--- src/rtl/exe_hazard_ctrl_pkg.sv ---
// Shared ISA constants, FSM encoding and decode bundle
// for the EXE hazard controller.
package exe_hazard_ctrl_pkg;

  localparam int OPC_MSB = 31;
  localparam int OPC_LSB = 26;
  localparam int RS_MSB  = 25;
  localparam int RS_LSB  = 21;
  localparam int RT_MSB  = 20;
  localparam int RT_LSB  = 16;
  localparam int RD_MSB  = 15;
  localparam int RD_LSB  = 11;

  localparam logic [5:0] OP_NOP  = 6'd0;
  localparam logic [5:0] OP_ADD  = 6'd1;
  localparam logic [5:0] OP_SUB  = 6'd2;
  localparam logic [5:0] OP_AND  = 6'd3;
  localparam logic [5:0] OP_OR   = 6'd4;
  localparam logic [5:0] OP_XOR  = 6'd5;
  localparam logic [5:0] OP_SLL  = 6'd6;
  localparam logic [5:0] OP_SRL  = 6'd7;
  localparam logic [5:0] OP_SRA  = 6'd8;
  localparam logic [5:0] OP_SLLV = 6'd9;
  localparam logic [5:0] OP_SRLV = 6'd10;
  localparam logic [5:0] OP_ADDI = 6'd11;
  localparam logic [5:0] OP_ANDI = 6'd12;
  localparam logic [5:0] OP_ORI  = 6'd13;
  localparam logic [5:0] OP_LUI  = 6'd14;
  localparam logic [5:0] OP_LW   = 6'd15;
  localparam logic [5:0] OP_LH   = 6'd16;
  localparam logic [5:0] OP_LD   = 6'd17;
  localparam logic [5:0] OP_SW   = 6'd18;
  localparam logic [5:0] OP_SH   = 6'd19;
  localparam logic [5:0] OP_SD   = 6'd20;
  localparam logic [5:0] OP_BEQ  = 6'd21;
  localparam logic [5:0] OP_BNE  = 6'd22;
  localparam logic [5:0] OP_J    = 6'd23;
  localparam logic [5:0] OP_JAL  = 6'd24;
  localparam logic [5:0] OP_JALR = 6'd25;
  localparam logic [5:0] OP_HALT = 6'd63;

  localparam logic [1:0] ST_RUN      = 2'd0;
  localparam logic [1:0] ST_MEM_WAIT = 2'd1;
  localparam logic [1:0] ST_SQUASH   = 2'd2;
  localparam logic [1:0] ST_HALTED   = 2'd3;

  typedef enum logic [1:0] {
    DST_NONE,
    DST_RD,
    DST_RT,
    DST_R31
  } dst_sel_e;

  typedef struct packed {
    logic [4:0] dst;
    logic       dst_valid;
    logic       use_rs;
    logic       use_rt;
    logic       is_load;
    logic       is_halt;
    logic [4:0] rs;
    logic [4:0] rt;
  } reg_use_t;

endpackage

--- src/rtl/exe_hazard_ctrl_reg_use_decode.sv ---
// Register-usage decoder: destination, sources,
// load and halt flags for one instruction word.
module reg_use_decode
  import exe_hazard_ctrl_pkg::*;
#(
  parameter int WIDTH = 32
) (
  input  logic [WIDTH-1:0] ir_i,
  output reg_use_t         use_o
);

  logic [5:0] opc;
  logic [4:0] rs, rt, rd;
  dst_sel_e   dsel;
  logic       use_rs, use_rt, is_load, is_halt;
  logic [4:0] dst;
  logic       unused_ok;

  assign opc = ir_i[OPC_MSB:OPC_LSB];
  assign rs  = ir_i[RS_MSB:RS_LSB];
  assign rt  = ir_i[RT_MSB:RT_LSB];
  assign rd  = ir_i[RD_MSB:RD_LSB];
  assign unused_ok = ^ir_i[RD_LSB-1:0];

  // Undefined opcodes fall to default: no sources, no dst.
  always_comb begin
    dsel    = DST_NONE;
    use_rs  = 1'b0;
    use_rt  = 1'b0;
    is_load = 1'b0;
    is_halt = 1'b0;
    case (opc)
      OP_ADD, OP_SUB, OP_AND, OP_OR, OP_XOR,
      OP_SLL, OP_SRL, OP_SRA, OP_SLLV, OP_SRLV: begin
        dsel   = DST_RD;
        use_rs = 1'b1;
        use_rt = 1'b1;
      end
      OP_JALR: begin
        dsel   = DST_RD;
        use_rs = 1'b1;
      end
      OP_ADDI, OP_ANDI, OP_ORI: begin
        dsel   = DST_RT;
        use_rs = 1'b1;
      end
      OP_LUI: dsel = DST_RT;
      OP_LW, OP_LH, OP_LD: begin
        dsel    = DST_RT;
        use_rs  = 1'b1;
        is_load = 1'b1;
      end
      OP_SW, OP_SH, OP_SD: begin
        use_rs = 1'b1;
        use_rt = 1'b1;
      end
      OP_BEQ, OP_BNE: use_rs = 1'b1;
      OP_JAL: dsel = DST_R31;
      OP_HALT: is_halt = 1'b1;
      default: dsel = DST_NONE;
    endcase
  end

  always_comb begin
    dst = 5'd0;
    case (dsel)
      DST_RD:  dst = rd;
      DST_RT:  dst = rt;
      DST_R31: dst = 5'd31;
      default: dst = 5'd0;
    endcase
  end

  assign use_o = '{
    dst:       dst,
    dst_valid: (dsel != DST_NONE) && (dst != 5'd0),
    use_rs:    use_rs,
    use_rt:    use_rt,
    is_load:   is_load,
    is_halt:   is_halt,
    rs:        rs,
    rt:        rt
  };

endmodule

--- src/rtl/exe_hazard_ctrl.sv ---
// Stall/flush sequencer for IF/ID/EXE: load-use,
// memory waits, branch squash, halt, stall counter.
module exe_hazard_ctrl
  import exe_hazard_ctrl_pkg::*;
#(
  parameter int WIDTH       = 32,
  parameter int STALL_CNT_W = 16
) (
  input  logic                   clk,
  input  logic                   rst,
  input  logic [WIDTH-1:0]       IR_ID,
  input  logic [WIDTH-1:0]       IR_EXE,
  input  logic [WIDTH-1:0]       IR_MEM,
  input  logic                   IsBranchTaken,
  input  logic                   MemBusy,
  output logic                   StallIF,
  output logic                   StallID,
  output logic                   IsStall,
  output logic                   FlushIF,
  output logic                   FlushID,
  output logic                   Halted,
  output logic [STALL_CNT_W-1:0] StallCount
);

  reg_use_t id_u, ex_u, mem_u;
  logic [1:0] state_q, state_d;
  logic [STALL_CNT_W-1:0] cnt_q, cnt_d;
  logic load_use, squash, unused_ok;

  reg_use_decode #(.WIDTH(WIDTH)) u_dec_id (
    .ir_i  (IR_ID),
    .use_o (id_u)
  );

  reg_use_decode #(.WIDTH(WIDTH)) u_dec_ex (
    .ir_i  (IR_EXE),
    .use_o (ex_u)
  );

  reg_use_decode #(.WIDTH(WIDTH)) u_dec_mem (
    .ir_i  (IR_MEM),
    .use_o (mem_u)
  );

  assign unused_ok = ^{id_u, ex_u, mem_u};

  assign load_use = ex_u.is_load && ex_u.dst_valid &&
    ((id_u.use_rs && (id_u.rs == ex_u.dst)) ||
     (id_u.use_rt && (id_u.rt == ex_u.dst)));

  assign squash = (state_q == ST_SQUASH);

  always_ff @(posedge clk) begin
    if (rst) state_q <= ST_RUN;
    else     state_q <= state_d;
  end

  always_comb begin
    state_d = ST_RUN;
    if (state_q == ST_HALTED || mem_u.is_halt)
      state_d = ST_HALTED;
    else if (MemBusy)
      state_d = ST_MEM_WAIT;
    else if (!squash && IsBranchTaken)
      state_d = ST_SQUASH;
  end

  // Wrong-path branch/load-use are masked while squashing.
  always_comb begin
    StallIF = 1'b0;
    StallID = 1'b0;
    IsStall = 1'b0;
    FlushIF = 1'b0;
    FlushID = 1'b0;
    Halted  = 1'b0;
    priority case (1'b1)
      rst: ;
      (state_q == ST_HALTED): begin
        StallIF = 1'b1;
        StallID = 1'b1;
        IsStall = 1'b1;
        Halted  = 1'b1;
      end
      MemBusy: begin
        StallIF = 1'b1;
        StallID = 1'b1;
        IsStall = 1'b1;
      end
      (!squash && IsBranchTaken): begin
        FlushIF = 1'b1;
        FlushID = 1'b1;
      end
      (!squash && load_use): begin
        StallIF = 1'b1;
        StallID = 1'b1;
        FlushID = 1'b1;
      end
      default: ;
    endcase
  end

  always_comb begin
    cnt_d = cnt_q;
    if (StallID && !Halted && (cnt_q != '1))
      cnt_d = cnt_q + 1'b1;
  end

  always_ff @(posedge clk) begin
    if (rst) cnt_q <= '0;
    else     cnt_q <= cnt_d;
  end

  assign StallCount = cnt_q;

endmodule

--- config.mk ---
export PLATFORM = sky130hd
export DESIGN_NAME = exe_hazard_ctrl
export DESIGN_NICKNAME = d
export VERILOG_FILES = /design/src/rtl/exe_hazard_ctrl_pkg.sv /design/src/rtl/exe_hazard_ctrl_reg_use_decode.sv /design/src/rtl/exe_hazard_ctrl.sv
export SDC_FILE = /design/constraint.sdc
export NUM_CORES = 1
export LEC_CHECK = 0
export CELL_PAD_IN_SITES_DETAIL_PLACEMENT = 1
export CELL_PAD_IN_SITES_GLOBAL_PLACEMENT = 1
export CORE_ASPECT_RATIO = 1.4
export CORE_MARGIN = 4
export CORE_UTILIZATION = 25
export DETAILED_ROUTE_END_ITERATION = 8
export PLACE_DENSITY_LB_ADDON = 0.1
export SLEW_MARGIN = 30
export SYNTH_ARGS = -nofsm -noshare
export SYNTH_HDL_FRONTEND = slang
export SYNTH_SLANG_ARGS = --single-unit
--- constraint.sdc ---
create_clock -name clk -period 6.66 [get_ports clk]
set_input_delay 1.332 -clock clk [delete_from_list [all_inputs] [get_ports clk]]
set_output_delay 1.332 -clock clk [all_outputs]
set_load 0.01 [all_outputs]
# [Yosys cells after proc, flatten, opt, wreduce, memory -nomap -nowiden]
# Index checks and enable logic that the tools add are counted.
[word_totals] inputBits=100 wordCells=100 register_bits=18 out_inout_bits=22
[op_classes] n_eq_ne=50 reduce_logical=20 mux=27 n_addsub=1
[op_table] operator="6-bit by 4-bit equality test with 1-bit output, second input constant" n=15
[op_table] operator="6-bit by 5-bit equality test with 1-bit output, second input constant" n=12
[op_table] operator="6-bit by 3-bit equality test with 1-bit output, second input constant" n=8
[op_table] operator="6-bit by 2-bit equality test with 1-bit output, second input constant" n=4
[op_table] operator="1-bit two-way mux" n=22
[op_table] operator="22-bit OR reduction" n=1
[op_table] operator="16-bit by 1-bit adder with 16-bit output, second input constant" n=1
[op_table] operator="16-bit inequality test, second input constant" n=1
[op_table] operator="5-bit case mux with 3 select lines" n=1
[op_table] operator="13-bit OR reduction" n=1
[op_table] operator="6-bit by 1-bit equality test with 1-bit output, second input constant" n=2
[op_table] operator="11-bit OR reduction" n=1
[op_table] operator="5-bit equality test" n=2
[op_table] operator="1-bit logical AND" n=9
[op_table] operator="2-bit equality test, second input constant" n=4
[op_table] operator="7-bit OR reduction" n=1
[op_table] operator="6-bit equality test, second input constant" n=1
[op_table] operator="2-bit two-way mux" n=3
[op_table] operator="2-bit case mux with 3 select lines" n=1
[op_table] operator="5-bit nonzero test" n=1
[op_table] operator="3-bit OR reduction" n=1
[op_table] operator="2-bit by 1-bit equality test with 1-bit output, second input constant" n=1
[op_table] operator="1-bit logical NOT" n=2
[op_table] operator="1-bit logical OR" n=2
[op_table] operator="2-bit nonzero test" n=1

# [Longest topological paths before layout]
[depth] ltp_word=17 ltp_mapped=10 depth_no_buf=9

# [Hierarchy]
# A second synthesis with hierarchy kept.
[unflattened] cells_unflattened=343 area_unflattened_um2=2471.1
[modules_own_cells] mod="reg_use_decode" cells_per_inst=68 n_inst=3 seq_area_each_um2=0.0 area_per_inst_um2=421.7
[modules_own_cells] mod="exe_hazard_ctrl" cells_per_inst=139 n_inst=1 seq_area_each_um2=360.3 area_per_inst_um2=1206.2

# [Worst setup path before layout]
# OpenSTA, ideal clock, no wires.
[synth_timing] path_type="input-to-output" startpoint="input port IR_EXE[28]" endpoint="output port StallIF" stages=10 path_slack_ps=1539 t_required_ps=5328 arrival_ps=3789 n_path_buf=2 path_cell_list="buf_6 > nor4b_1 > a211oi_2 > o32ai_1 > xnor2_1 > nand3_1 > nor4b_4 > nor2_4 > o32ai_1 > buf_4"
[synth_via] elab_chain_cells=15 elab_cells_between_ends=44 classes_between="eq/ne (24); mux (8); reduce/logical (12)"
[synth_rtl] element="start: declaration" line="exe_hazard_ctrl.sv:12" text="input logic [WIDTH-1:0] IR_EXE,"
[synth_rtl] element="6-bit by 5-bit equality test with 1-bit output (tied with other cells)"
[synth_rtl] element="11-bit OR reduction (no source line) or 7-bit OR reduction (tied branches)"
[synth_rtl] element="2-bit case mux with 3 select lines" line="exe_hazard_ctrl_reg_use_decode.sv:32" text="case (opc)"
[synth_rtl] element="2-bit equality test or 2-bit by 1-bit equality test with 1-bit output (tied branches)" line="exe_hazard_ctrl_reg_use_decode.sv:66" text="case (dsel)"
[synth_rtl] element="5-bit case mux with 3 select lines" line="exe_hazard_ctrl_reg_use_decode.sv:66"
[synth_rtl] element="5-bit equality test (tied with other cells)" line="exe_hazard_ctrl.sv:48" text="((id_u.use_rs && (id_u.rs == ex_u.dst)) ||"
[synth_rtl] element="1-bit logical AND, on equally long branches" line="exe_hazard_ctrl.sv:48, exe_hazard_ctrl_reg_use_decode.sv:76, exe_hazard_ctrl.sv:49"
[synth_rtl] element="1-bit logical OR or 1-bit logical AND (tied branches)" line="exe_hazard_ctrl.sv:48, exe_hazard_ctrl.sv:47"
[synth_rtl] element="1-bit logical AND *" line="exe_hazard_ctrl.sv:47" text="assign load_use = ex_u.is_load && ex_u.dst_valid &&"
[synth_rtl] element="1-bit logical AND *" line="exe_hazard_ctrl.sv:93" text="(!squash && load_use): begin"
[synth_rtl] element="1-bit two-way mux * (5 in series)"
[synth_rtl] element="end: declaration" line="exe_hazard_ctrl.sv:16" text="output logic StallIF,"
# Mark *: on every way between the ends. The rest lies on a longest branch, timed or not.

# [Worst setup path in the final report]
[layout_timing] startpoint="input port IR_EXE[29]" endpoint="output port StallID"
[layout_via] elab_chain_cells=15 elab_cells_between_ends=44 classes_between="eq/ne (24); mux (8); reduce/logical (12)"
[layout_rtl] element="6-bit by 5-bit equality test with 1-bit output (tied with other cells)"
[layout_rtl] element="11-bit OR reduction (no source line) or 7-bit OR reduction (tied branches)"
[layout_rtl] element="2-bit case mux with 3 select lines" line="exe_hazard_ctrl_reg_use_decode.sv:32"
[layout_rtl] element="2-bit equality test or 2-bit by 1-bit equality test with 1-bit output (tied branches)" line="exe_hazard_ctrl_reg_use_decode.sv:66"
[layout_rtl] element="5-bit case mux with 3 select lines" line="exe_hazard_ctrl_reg_use_decode.sv:66"
[layout_rtl] element="5-bit equality test (tied with other cells)" line="exe_hazard_ctrl.sv:48"
[layout_rtl] element="1-bit logical AND, on equally long branches" line="exe_hazard_ctrl.sv:48, exe_hazard_ctrl_reg_use_decode.sv:76, exe_hazard_ctrl.sv:49"
[layout_rtl] element="1-bit logical OR or 1-bit logical AND (tied branches)" line="exe_hazard_ctrl.sv:48, exe_hazard_ctrl.sv:47"
[layout_rtl] element="1-bit logical AND *" line="exe_hazard_ctrl.sv:47"
[layout_rtl] element="1-bit logical AND *" line="exe_hazard_ctrl.sv:93"
[layout_rtl] element="1-bit two-way mux * (5 in series)" line="exe_hazard_ctrl.sv:76" text="priority case (1'b1)"
[layout_rtl] element="end: declaration" line="exe_hazard_ctrl.sv:17" text="output logic StallID,"
# Marked as above.

==> metrics.log <==
INFO  metric status = finished, final reports clean
INFO  metric synth-edff-count = 0
INFO  metric drc_errors = 0
INFO  metric cap_viol_max_count = 0
INFO  metric ir_worst_vdd = 59.57 uV
INFO  metric fin_ws = 350.8 ps
INFO  metric startpoint_class = primary input
INFO  metric syn-mean-instance-area = 7.970 sq um
INFO  metric areaGrowthSynthToFinish = 42.04%
INFO  metric globalplace.congestion = 0.7593
INFO  metric design.core.area = 6569 sq um
INFO  metric synth-seq-cells = 18
INFO  metric final_antenna_net_count = 0
INFO  metric routed-via-count = 1796
INFO  metric crit_fanout = 10
INFO  metric finalWirelength = 5026 microns
INFO  metric yosys.cell_count.top_type = sky130_fd_sc_hd__nor2_1
INFO  metric cts_root_buf = sky130_fd_sc_hd__clkbuf_8
INFO  metric grt_pass1_vias = 1822
INFO  metric critical_path.endpoint_type = output port
INFO  metric synth_sequential_area_ratio = 21.43%
INFO  metric finalSetupViolCount = 0
INFO  metric clockPowerShare = 28.4%
INFO  metric grt_setup_unrepaired = no
INFO  metric synth-async-reset-ratio = 0%
INFO  metric numCtsBuffers = 3
INFO  metric holdCritPathClass = reg -> reg
INFO  metric nets = 371
INFO  metric synth_top_cell_area_share = 21.43%
INFO  metric timing.slew.headroom = 56.72%
INFO  metric top_level_ports = 122
INFO  metric placed_cells = 339
INFO  metric synth.distinct_cells = 57
INFO  metric hold_violations = 0
INFO  metric layout_worst_path_cycle_share = 94.73%
INFO  metric total_switching_power = 0.07981 mW
INFO  metric mappedNetlistArea = 1682 sq um
INFO  metric switching_share = 28.90%
INFO  metric share_seq_of_total_power = 41.1%
INFO  metric tightestPinTransition = 645.3 ps
INFO  metric layout-drive-gt1-share = 8.955%
INFO  metric share_comb_of_total_power = 30.5%
INFO  metric buffer_ports.inserted = 63
INFO  metric synth_top_cells_by_count = 19 x sky130_fd_sc_hd__nor2_1, 18 x sky130_fd_sc_hd__dfxtp_1, 16 x sky130_fd_sc_hd__nand2_1, 11 x sky130_fd_sc_hd__inv_1, 11 x sky130_fd_sc_hd__nor2b_1
INFO  metric detail_route.first_pass.iterations = 4
INFO  metric groute.usage.overall = 12.19%
INFO  metric maximum_number_of_pins_on_one_net_before_global_route_repair = 28
INFO  metric clock_tree.buffer_depth = 2
INFO  metric post-dp-hpwl = 4109 microns
INFO  metric dominantRegCellSynth = sky130_fd_sc_hd__dfxtp_1
INFO  metric htree_levels = 1
INFO  metric synthesis.nets = 312
INFO  metric synth_top_area_cell = sky130_fd_sc_hd__dfxtp_1
INFO  metric setup_total_negative_slack = 0 ps
INFO  metric required_arrival_time_at_the_worst_endpoint = 5330 ps
INFO  metric dpl_worst_slack = 311.9 ps
INFO  metric antenna_violations_before_repair = 0
INFO  metric clock_insertion_delay_worst_skew = 250 ps
INFO  metric post_synth_main_area_contributors = sky130_fd_sc_hd__dfxtp_1 21%, sky130_fd_sc_hd__nor2_1 4.2%, sky130_fd_sc_hd__nor2b_1 4.1%
INFO  metric count_of_warnings_emitted_by_yosys = 0
INFO  metric tritoncts_clock_tree = built
INFO  metric grt-ovfl-total = 0
INFO  metric wire_length_of_the_first_global_routing_pass = 8342 microns
INFO  metric cts-resized-gates = 0
INFO  metric worst_setup_hold_path_clk_slew = 70 ps
INFO  metric viasPerCell = 5.251
INFO  metric die_height = 105.0 microns
INFO  metric netlist_instances = 211
INFO  metric fp.dieArea = 8121 sq um
INFO  metric layout.cells.non_filler = 342
INFO  metric core.rowCount = 35
INFO  metric arrival_time_reported_for_the_critical_path_endpoint = 4980 ps
INFO  metric power.internal = 0.1963 mW
INFO  metric die_width = 77.32 microns
INFO  metric cts_hold_repair.buffers = 0
INFO  metric insertedDiodeCount = 0
INFO  metric total_leakage_power = 0.8055 nW
INFO  metric timing_max_transition_violations_final = 0
INFO  metric detailedRoute.firstIterationViolations = 52
INFO  metric period_needed = 6309 ps
INFO  metric achievable-frequency = 158.5 MHz
INFO  metric routed_wire_length_per_instance = 14.70 microns
INFO  metric cellPowerDensity = 115.6 nW/um^2
INFO  metric clock_sinks = 18
INFO  metric post_cts.repair.setup_buffers = 0
INFO  metric critical_path_class = in -> out
INFO  metric effective_utilization_at_floorplan = 25.60%
INFO  metric skew_final = 3.097 ps
==> area by class of cell <==
cell class,instances,area (sq um)
Fill cell,805,4180
Sequential cell,18,360.3
Clock buffer,3,41.29
Multi-Input combinational cell,171,1211
Inverter,12,45.04
Timing Repair Buffer,64,638.1
Tap cell,74,92.59
==> sequential cells by signal (all words and copies together), names as in the netlist <==
signal / cells
state_q: 2
StallCount: 16
==> power by group through the flow <==
stage | combinational [mW] | clock, mW | sequential [mW]
4_1_cts | 0.0857 | 0.0815 | 0.113
3_3_place_gp | 0.0848 | 0 | 0.116
2_1_floorplan | 0.0437 | 0 | 0.116
5_1_grt | 0.0930 | 0.0845 | 0.114
3_5_place_dp | 0.0855 | 0 | 0.116
6_report | 0.0842 | 0.0786 | 0.113
==> placed cells by master, fill, tap and decap left out, types with 3 or more instances in the layout <==
cell type / n
sky130_fd_sc_hd__a211oi_1: 4
sky130_fd_sc_hd__a211oi_2: 3
sky130_fd_sc_hd__a21oi_1: 8
sky130_fd_sc_hd__a221oi_1: 5
sky130_fd_sc_hd__clkbuf_8: 3
sky130_fd_sc_hd__clkdlybuf4s50_1: 63
sky130_fd_sc_hd__dfxtp_1: 18
sky130_fd_sc_hd__inv_1: 11
sky130_fd_sc_hd__mux2_1: 4
sky130_fd_sc_hd__mux2_2: 6
sky130_fd_sc_hd__mux2i_1: 5
sky130_fd_sc_hd__nand2_1: 16
sky130_fd_sc_hd__nand3_1: 5
sky130_fd_sc_hd__nand4_1: 5
sky130_fd_sc_hd__nor2_1: 19
sky130_fd_sc_hd__nor2b_1: 11
sky130_fd_sc_hd__nor3_1: 9
sky130_fd_sc_hd__o21a_1: 3
sky130_fd_sc_hd__o21ai_0: 6
sky130_fd_sc_hd__o32ai_1: 7
sky130_fd_sc_hd__or3_1: 5
sky130_fd_sc_hd__or4_1: 3
sky130_fd_sc_hd__xnor2_1: 6
sky130_fd_sc_hd__xor2_1: 4
==> worst paths after layout <==
| path | startpoint | endpoint | slack [ps] | cells after the start |
|---|---|---|---|---|
| hold reg to reg | StallCount[6]$_SDFFE_PP0P_ | StallCount[6]$_SDFFE_PP0P_ | 490 | 1 |
| hold / removal | StallCount[6]$_SDFFE_PP0P_ | StallCount[6]$_SDFFE_PP0P_ | 490 | 1 |
| setup reg to reg | StallCount[3]$_SDFFE_PP0P_ | StallCount[11]$_SDFFE_PP0P_ | 3910 | 9 |
| setup / recovery | IR_EXE[29] | StallID | 350 | 10 |
==> through the flow <==
step | hold WS, ps | util (%) | power, mW | instance area (sq um)
floorplan | 485.8 | - | 0.1597 | 1682
global placement | 475.3 | 35.73 | 0.2006 | 2347
detailed placement | 486.9 | 35.73 | 0.2013 | 2347
CTS | 500.9 | 36.36 | 0.2806 | 2389
global route | 529.0 | 36.36 | 0.2914 | 2389
finish | 494.9 | 36.36 | 0.2761 | 2389
==> logic make-up after synthesis <==
group                      Yosys count  share of synthesized area (%)
AOI/OAI and AO/OA                   55                          26.34
xor gates and xnor gates            10                          5.208
adders and majority gates            1                         0.7439
buffers and inverters               22                          6.547
DFF                                 18                          21.43
muxes                               15                          9.672
and+or+nand+nor                     90                          30.06
==> layer usage <==
| metal | track usage [%] | vias up | wire [microns] |
|---|---|---|---|
| met4 | 2.672 | 0 | 39 |
| met1 | 13.91 | 838 | 2164 |
| li1 | - | 906 | - |
| met3 | 1.897 | 5 | 246 |
| met2 | 23.30 | 47 | 2575 |
| met5 | 0 | - | 0 |
==> critical path, stage by stage <==
cell,delay [ps]
sky130_fd_sc_hd__clkdlybuf4s50_1,680
sky130_fd_sc_hd__nor2b_1,410
sky130_fd_sc_hd__a221oi_1,170
sky130_fd_sc_hd__o32ai_1,470
sky130_fd_sc_hd__xnor2_1,180
sky130_fd_sc_hd__nand3_1,130
sky130_fd_sc_hd__nor4b_4,450
sky130_fd_sc_hd__nor2_4,110
sky130_fd_sc_hd__o32ai_1,430
sky130_fd_sc_hd__clkdlybuf4s50_1,620
No activity file was read; power rests on OpenSTA's default activity.
